### src/rtl/pattern_scan_arbiter_if.sv
`default_nettype none
// ============================================================================
// Module      : pattern_scan_arbiter_if
// Description : Requester and response handshake bundle for pattern_scan_arbiter.
//               The PATTERN_FIRST_POS_EN macro adds resp_first_pos and resp_none.
// Revision    : 1.0 - initial release
// ============================================================================
`timescale 1ns/1ps

interface pattern_scan_arbiter_if #(
    parameter int DATA_W = 8,
    parameter int CNT_W  = 4
);
    localparam int POS_W = (DATA_W > 1) ? $clog2(DATA_W) : 1;

    logic              req0_valid;
    logic [DATA_W-1:0] req0_data;
    logic              req0_ready;
    logic              req1_valid;
    logic [DATA_W-1:0] req1_data;
    logic              req1_ready;
    logic              resp_valid;
    logic              resp_ready;
    logic              resp_id;
    logic [CNT_W-1:0]  resp_count;
`ifdef PATTERN_FIRST_POS_EN
    logic [POS_W-1:0]  resp_first_pos;
    logic              resp_none;
`endif

    // Arbiter side
    modport slave (
        input  req0_valid, req0_data, req1_valid, req1_data, resp_ready,
`ifdef PATTERN_FIRST_POS_EN
        output resp_first_pos, resp_none,
`endif
        output req0_ready, req1_ready, resp_valid, resp_id, resp_count
    );

    // Requester / consumer side
    modport master (
        output req0_valid, req0_data, req1_valid, req1_data, resp_ready,
`ifdef PATTERN_FIRST_POS_EN
        input  resp_first_pos, resp_none,
`endif
        input  req0_ready, req1_ready, resp_valid, resp_id, resp_count
    );
endinterface

`default_nettype wire

### src/rtl/pattern_scan_arbiter.sv
`default_nettype none
// ============================================================================
// Module      : pattern_scan_arbiter
// Description : Round-robin shares one serial pattern matcher between two
//               requesters and returns the saturating match count.
//               Optional macro PATTERN_FIRST_POS_EN reports first-match position.
// Revision    : 1.0 - initial release
// ============================================================================
`timescale 1ns/1ps

module pattern_scan_arbiter #(
    parameter int               DATA_W  = 8,
    parameter int               PAT_W   = 4,
    parameter logic [PAT_W-1:0] PATTERN = 4'b1011,
    parameter int               CNT_W   = 4
) (
    input  wire logic               clk,
    input  wire logic               reset_n,
    pattern_scan_arbiter_if.slave   bus,
    output logic                    busy,
    output logic                    ser_bit,
    output logic                    match_pulse
);

    localparam int               IDX_W           = (DATA_W > 1) ? $clog2(DATA_W) : 1;
    localparam logic [IDX_W-1:0] C_IDX_LAST      = IDX_W'(DATA_W - 1);
    localparam logic [IDX_W-1:0] C_IDX_MATCH_MAX = IDX_W'(DATA_W - PAT_W);
    localparam logic [CNT_W-1:0] C_CNT_MAX       = '1;

    typedef enum logic [1:0] {
        S_IDLE   = 2'd0,
        S_SHIFT  = 2'd1,
        S_REPORT = 2'd2
    } state_t;

    state_t r_state;
    state_t w_next_state;

    logic [DATA_W-1:0] r_word;
    logic [IDX_W-1:0]  r_idx;
    logic [PAT_W-2:0]  r_hist;
    logic [CNT_W-1:0]  r_count;
    logic              r_last_grant;
    logic              r_resp_id;
`ifdef PATTERN_FIRST_POS_EN
    logic [IDX_W-1:0]  r_first_pos;
    logic              r_found;
`endif

    logic              w_grant0;
    logic              w_grant1;
    logic              w_take;
    logic              w_ser_bit;
    logic [PAT_W-1:0]  w_window;
    logic              w_match;

    // Round-robin: on a tie the requester that was not served last wins.
    assign w_grant0 = bus.req0_valid && (!bus.req1_valid ||  r_last_grant);
    assign w_grant1 = bus.req1_valid && (!bus.req0_valid || !r_last_grant);
    assign w_take   = (r_state == S_IDLE) && (w_grant0 || w_grant1);

    assign w_ser_bit = (r_state == S_SHIFT) ? r_word[r_idx] : 1'b0;
    assign w_window  = {r_hist, w_ser_bit};
    // The window only holds PAT_W real bits once idx has dropped to DATA_W-PAT_W.
    assign w_match   = (r_state == S_SHIFT) && (r_idx <= C_IDX_MATCH_MAX)
                       && (w_window == PATTERN);

    always_ff @(posedge clk or negedge reset_n) begin
        if (!reset_n) begin
            r_state <= S_IDLE;
        end else begin
            r_state <= w_next_state;
        end
    end

    always_comb begin
        w_next_state = r_state;
        case (r_state)
            S_IDLE: begin
                if (w_take) begin
                    w_next_state = S_SHIFT;
                end
            end
            S_SHIFT: begin
                if (r_idx == '0) begin
                    w_next_state = S_REPORT;
                end
            end
            S_REPORT: begin
                if (bus.resp_ready) begin
                    w_next_state = S_IDLE;
                end
            end
            default: w_next_state = S_IDLE;
        endcase
    end

    always_ff @(posedge clk or negedge reset_n) begin
        if (!reset_n) begin
            r_word       <= '0;
            r_idx        <= '0;
            r_hist       <= '0;
            r_count      <= '0;
            r_last_grant <= 1'b1;
            r_resp_id    <= 1'b0;
`ifdef PATTERN_FIRST_POS_EN
            r_first_pos  <= '0;
            r_found      <= 1'b0;
`endif
        end else begin
            case (r_state)
                S_IDLE: begin
                    if (w_take) begin
                        r_word       <= w_grant1 ? bus.req1_data : bus.req0_data;
                        r_resp_id    <= w_grant1;
                        r_last_grant <= w_grant1;
                        r_idx        <= C_IDX_LAST;
                        r_hist       <= '0;
                        r_count      <= '0;
`ifdef PATTERN_FIRST_POS_EN
                        r_first_pos  <= '0;
                        r_found      <= 1'b0;
`endif
                    end
                end
                S_SHIFT: begin
                    r_hist <= w_window[PAT_W-2:0];
                    if (r_idx != '0) begin
                        r_idx <= r_idx - 1'b1;
                    end
                    if (w_match) begin
                        if (r_count != C_CNT_MAX) begin
                            r_count <= r_count + 1'b1;
                        end
`ifdef PATTERN_FIRST_POS_EN
                        // Position counts from the MSB, so it mirrors the bit index.
                        if (!r_found) begin
                            r_found     <= 1'b1;
                            r_first_pos <= C_IDX_LAST - r_idx;
                        end
`endif
                    end
                end
                default: begin
                end
            endcase
        end
    end

    assign bus.req0_ready = (r_state == S_IDLE) && w_grant0;
    assign bus.req1_ready = (r_state == S_IDLE) && w_grant1;
    assign bus.resp_valid = (r_state == S_REPORT);
    assign bus.resp_id    = (r_state == S_REPORT) ? r_resp_id : 1'b0;
    assign bus.resp_count = (r_state == S_REPORT) ? r_count : '0;
`ifdef PATTERN_FIRST_POS_EN
    assign bus.resp_first_pos = (r_state == S_REPORT) ? r_first_pos : '0;
    assign bus.resp_none      = (r_state == S_REPORT) && !r_found;
`endif

    assign busy        = (r_state != S_IDLE);
    assign ser_bit     = w_ser_bit;
    assign match_pulse = w_match;

endmodule

`default_nettype wire

### src/flat_wrapper.sv
// flat-port wrapper written by rule: the top's interface ports become plain ports
module pattern_scan_arbiter_flat 
#(
    parameter int               DATA_W  = 8,
    parameter int               PAT_W   = 4,
    parameter logic [PAT_W-1:0] PATTERN = 4'b1011,
    parameter int               CNT_W   = 4
)
  (clk, reset_n, busy, ser_bit, match_pulse, bus_req0_valid, bus_req0_data, bus_req1_valid, bus_req1_data, bus_resp_ready, bus_req0_ready, bus_req1_ready, bus_resp_valid, bus_resp_id, bus_resp_count);
  pattern_scan_arbiter_if #(.DATA_W(DATA_W), .CNT_W(CNT_W)) bus_i ();
  input  wire logic clk;
  input  wire logic reset_n;
  output logic busy;
  output logic ser_bit;
  output logic match_pulse;
  input wire logic [$bits(bus_i.req0_valid)-1:0] bus_req0_valid;
  input wire logic [$bits(bus_i.req0_data)-1:0] bus_req0_data;
  input wire logic [$bits(bus_i.req1_valid)-1:0] bus_req1_valid;
  input wire logic [$bits(bus_i.req1_data)-1:0] bus_req1_data;
  input wire logic [$bits(bus_i.resp_ready)-1:0] bus_resp_ready;
  output wire logic [$bits(bus_i.req0_ready)-1:0] bus_req0_ready;
  output wire logic [$bits(bus_i.req1_ready)-1:0] bus_req1_ready;
  output wire logic [$bits(bus_i.resp_valid)-1:0] bus_resp_valid;
  output wire logic [$bits(bus_i.resp_id)-1:0] bus_resp_id;
  output wire logic [$bits(bus_i.resp_count)-1:0] bus_resp_count;
  assign bus_i.req0_valid = bus_req0_valid;
  assign bus_i.req0_data = bus_req0_data;
  assign bus_i.req1_valid = bus_req1_valid;
  assign bus_i.req1_data = bus_req1_data;
  assign bus_i.resp_ready = bus_resp_ready;
  assign bus_req0_ready = bus_i.req0_ready;
  assign bus_req1_ready = bus_i.req1_ready;
  assign bus_resp_valid = bus_i.resp_valid;
  assign bus_resp_id = bus_i.resp_id;
  assign bus_resp_count = bus_i.resp_count;
  pattern_scan_arbiter #(.DATA_W(DATA_W), .PAT_W(PAT_W), .PATTERN(PATTERN), .CNT_W(CNT_W)) u_core (.clk(clk), .reset_n(reset_n), .bus(bus_i), .busy(busy), .ser_bit(ser_bit), .match_pulse(match_pulse));
endmodule
### config.mk
export PLATFORM = sky130hd
export DESIGN_NAME = pattern_scan_arbiter_flat
export DESIGN_NICKNAME = d
export VERILOG_FILES = /design/src/rtl/pattern_scan_arbiter_if.sv /design/src/rtl/pattern_scan_arbiter.sv /design/src/flat_wrapper.sv
export SDC_FILE = /design/constraint.sdc
export NUM_CORES = 1
export LEC_CHECK = 0
export CORE_MARGIN = 8
export CORE_UTILIZATION = 51
export DETAILED_ROUTE_END_ITERATION = 7
export GPL_TIMING_DRIVEN = 0
export HOLD_SLACK_MARGIN = 0.06
export PLACE_DENSITY = 0.94
export REMOVE_ABC_BUFFERS = 1
export SYNTH_ARGS = -nofsm -noshare
export SYNTH_HDL_FRONTEND = slang
export SYNTH_SLANG_ARGS = --single-unit
export TNS_END_PERCENT = 30
### constraint.sdc
create_clock -name clk -period 3.64 [get_ports clk]
set_clock_uncertainty 0.1 [all_clocks]
set_input_delay 0.728 -clock clk [delete_from_list [all_inputs] [get_ports clk]]
set_output_delay 0.728 -clock clk [all_outputs]
set_load 0.03 [all_outputs]
==> results.sh <==
export IMPL_synth_main_ff_cell="dfrtp_1"
export IMPL_wire_per_inst_um=14.7
export IMPL_cts_buffer_depth=2
export IMPL_hold_buffers=0
export IMPL_die_area_um2=4090
export IMPL_synth_commonest_cells="dfrtp_1, o21ai_0, nand2_1"
export IMPL_via_per_inst=5.35
export IMPL_ys_ff_latch=22
export IMPL_cts_root_buf="clkbuf_4"
export IMPL_status="finished, final reports clean"
export IMPL_tritoncts="done"
export IMPL_postRouteAntennaNets=0
export IMPL_start_util=0.535
export IMPL_netSwitchingPower_uw=424
export IMPL_core_area_um2=2190
export IMPL_internal_power_uw=599
export IMPL_p_per_area_nw_per_um2=665
export IMPL_fp_dieH_um=63.9
export IMPL_hold_viol_final=0
export IMPL_end_kind="primary output"
export IMPL_synthCells=121
export IMPL_clkPwrFrac=0.115
export IMPL_fillerInstances=165
export IMPL_cp_max_fo=7
export IMPL_postSynth_asyncResetShare=1.00
export IMPL_insertedDiodeCount=0
export IMPL_syn_mean_instance_area_um2=9.68
export IMPL_crit_path_start_kind="register"
export IMPL_vias=974
export IMPL_total_power_mw=1.02
export IMPL_cts_resized_gates=0
export IMPL_p_sw_frac=0.414
export IMPL_drc=0
export IMPL_htree_levels=1
export IMPL_fin_nets=180
export IMPL_multi_input_area_um2=563
export IMPL_fin_crit_ns=3.49
export IMPL_synth_seq_area_share=0.471
export IMPL_cap_violations=0
export IMPL_numCtsBuffers=3
export IMPL_ios=32
export IMPL_drtIter0Drc=34
export IMPL_synth_area_leaders="dfrtp_1, mux2i_1, o21ai_0"
export IMPL_die_x_um=63.9
export IMPL_drt_first_pass_iters=4
export IMPL_place_inst=178
export IMPL_ys_warn_count=0
export IMPL_peakVddDrop_v=0.000423
export IMPL_gp_congestion=0.740
export IMPL_setup_viol=0
export IMPL_crit_type="reg -> out"
export IMPL_worstMarginPinSlew_ns=1.00
export IMPL_wl_mm=2.67
export IMPL_p_leak_nw=0.701
export IMPL_tns_ns=0
export IMPL_hold_path_class="reg -> reg"
export IMPL_synth_edf_count=0
export IMPL_synth_area_um2=1170
export IMPL_fin_cells=182
export IMPL_setup_ws_ns=0.154
export IMPL_clock_sinks=22
export IMPL_grt_overflow=0
export IMPL_p_comb_frac=0.470
export IMPL_clk_latency_ns=0.31
export IMPL_gr_usage_all_layers=0.137
export IMPL_yosys_area_top_type_share=0.449
export IMPL_grt_max_degree=23
export IMPL_final_design_area_no_fill_um2=1540
export IMPL_hpwl_mm=2.18
export IMPL_synth_top_area_cell="dfrtp_1"
export IMPL_place_ws_ns=0.452
export IMPL_dpl_cell_area_um2=1510
export IMPL_seq_area_um2=552
export IMPL_clk_pin_slew_ns=0.12
export IMPL_cp_arrival_ns=2.66
export IMPL_ys_types=33
export IMPL_rows=17
export IMPL_critPathRequiredTime_ns=2.81
export IMPL_numPortBuffers=31
export IMPL_drive_gt1_frac=0.0584
export IMPL_syn2layout_area_growth_pct=31.4
export IMPL_post_route_period_util=0.958
export IMPL_timing_fmax_mhz=287
export IMPL_cts_setup_buffers=0
export IMPL_grt_pass1_vias=1081
export IMPL_rsz0062_at_grt="no"
export IMPL_timing_max_slew_rel_slack=0.329
export IMPL_report_final_slew_viol_count=0
export IMPL_power_frac_seq=0.415
export IMPL_grt_pass1_wl_mm=4.62
export IMPL_synth_most_common_cell="dfrtp_1"
export IMPL_antenna_found_initial=0
power by group through the flow:
| stage | clock, mW | sequential [mW] | combinational (mW) |
|---|---|---|---|
| after global placement | 0 | 0.424 | 0.444 |
| after floorplan | 0 | 0.410 | 0.330 |
| after global routing | 0.126 | 0.439 | 0.542 |
| after CTS | 0.121 | 0.425 | 0.487 |
| final | 0.117 | 0.425 | 0.481 |
| after detailed placement | 0 | 0.431 | 0.485 |
area by class of cell:
class                           count  area share
Timing Repair Buffer               33       0.214
Multi-Input combinational cell     86       0.366
Tap cell                           28      0.0228
Clock buffer                        4      0.0171
Sequential cell                    22       0.359
Inverter                            9      0.0220
through the flow:
step	hold WS [ns]	util
final	0.401	0.702
after global routing	0.433	0.702
after CTS	0.404	0.702
after detailed placement	0.378	0.690
after global placement	0.362	0.682
after floorplan	0.332	-
cell families after synthesis:
logic type,count (synthesis),synth area share
buffers and inverters,13,0.0481
and+or+nand+nor,43,0.193
adders and majority gates,4,0.0427
AOI/OAI and AO/OA,27,0.142
muxes,12,0.103
DFF,22,0.471
critical path, stage by stage, from the launching register on:
cell and delay, ns:
dfrtp_1 0.50, inv_1 0.09, ha_1 0.17, inv_1 0.05, ha_1 0.17, or4bb_1 0.56
nor2_1 0.13, clkdlybuf4s50_1 0.68
layout by cell type, fill, tap and decap left out, drive strengths merged, types with 2 or more instances in the layout:
master | Yosys | layout
clkdlybuf4s50 | 0 | 31
dfrtp | 21 | 21
a21oi | 3 | 3
nand2b | 2 | 2
a22o | 2 | 2
buf | 2 | 2
nor2 | 8 | 8
mux2i | 12 | 12
clkbuf | 2 | 4
ha | 4 | 4
o21ai | 14 | 14
nand2 | 13 | 13
inv | 9 | 9
a31oi | 2 | 2
nand3 | 5 | 5
and2 | 5 | 5
nor2b | 2 | 2
final timing paths:
kind | from | to | slack (ns) | cells past startpoint
worst min-delay path | u_core.r_last_grant$_DFFE_PN1P_ | u_core.r_last_grant$_DFFE_PN1P_ | 0.40 | 2
worst max register to register | u_core.r_idx[0]$_DFFE_PN0P_ | u_core.r_count[3]$_DFFE_PN0P_ | 1.13 | 9
worst min register to register | u_core.r_last_grant$_DFFE_PN1P_ | u_core.r_last_grant$_DFFE_PN1P_ | 0.40 | 2
max in group asynchronous | reset_n | u_core.r_count[2]$_DFFE_PN0P_ | 1.98 | 1
worst max-delay path | u_core.r_idx[0]$_DFFE_PN0P_ | match_pulse | 0.15 | 7
min in group asynchronous | reset_n | u_core.r_count[3]$_DFFE_PN0P_ | 0.85 | 1
flip-flops by register name, indices dropped and copies added, names as in the netlist:
name / count
u_core.r_word: 8
u_core.r_hist: 3
u_core.r_idx: 3
u_core.r_state: 2
u_core.r_last_grant: 1
u_core.r_resp_id: 1
u_core.r_count: 4
layer usage:
layer  global-route usage  share of wire
met5                    0              0
met4               0.0724          0.022
met3               0.0314          0.042
met2                0.245           0.52
met1                0.148           0.42
Power figures use the tool's default switching activity.
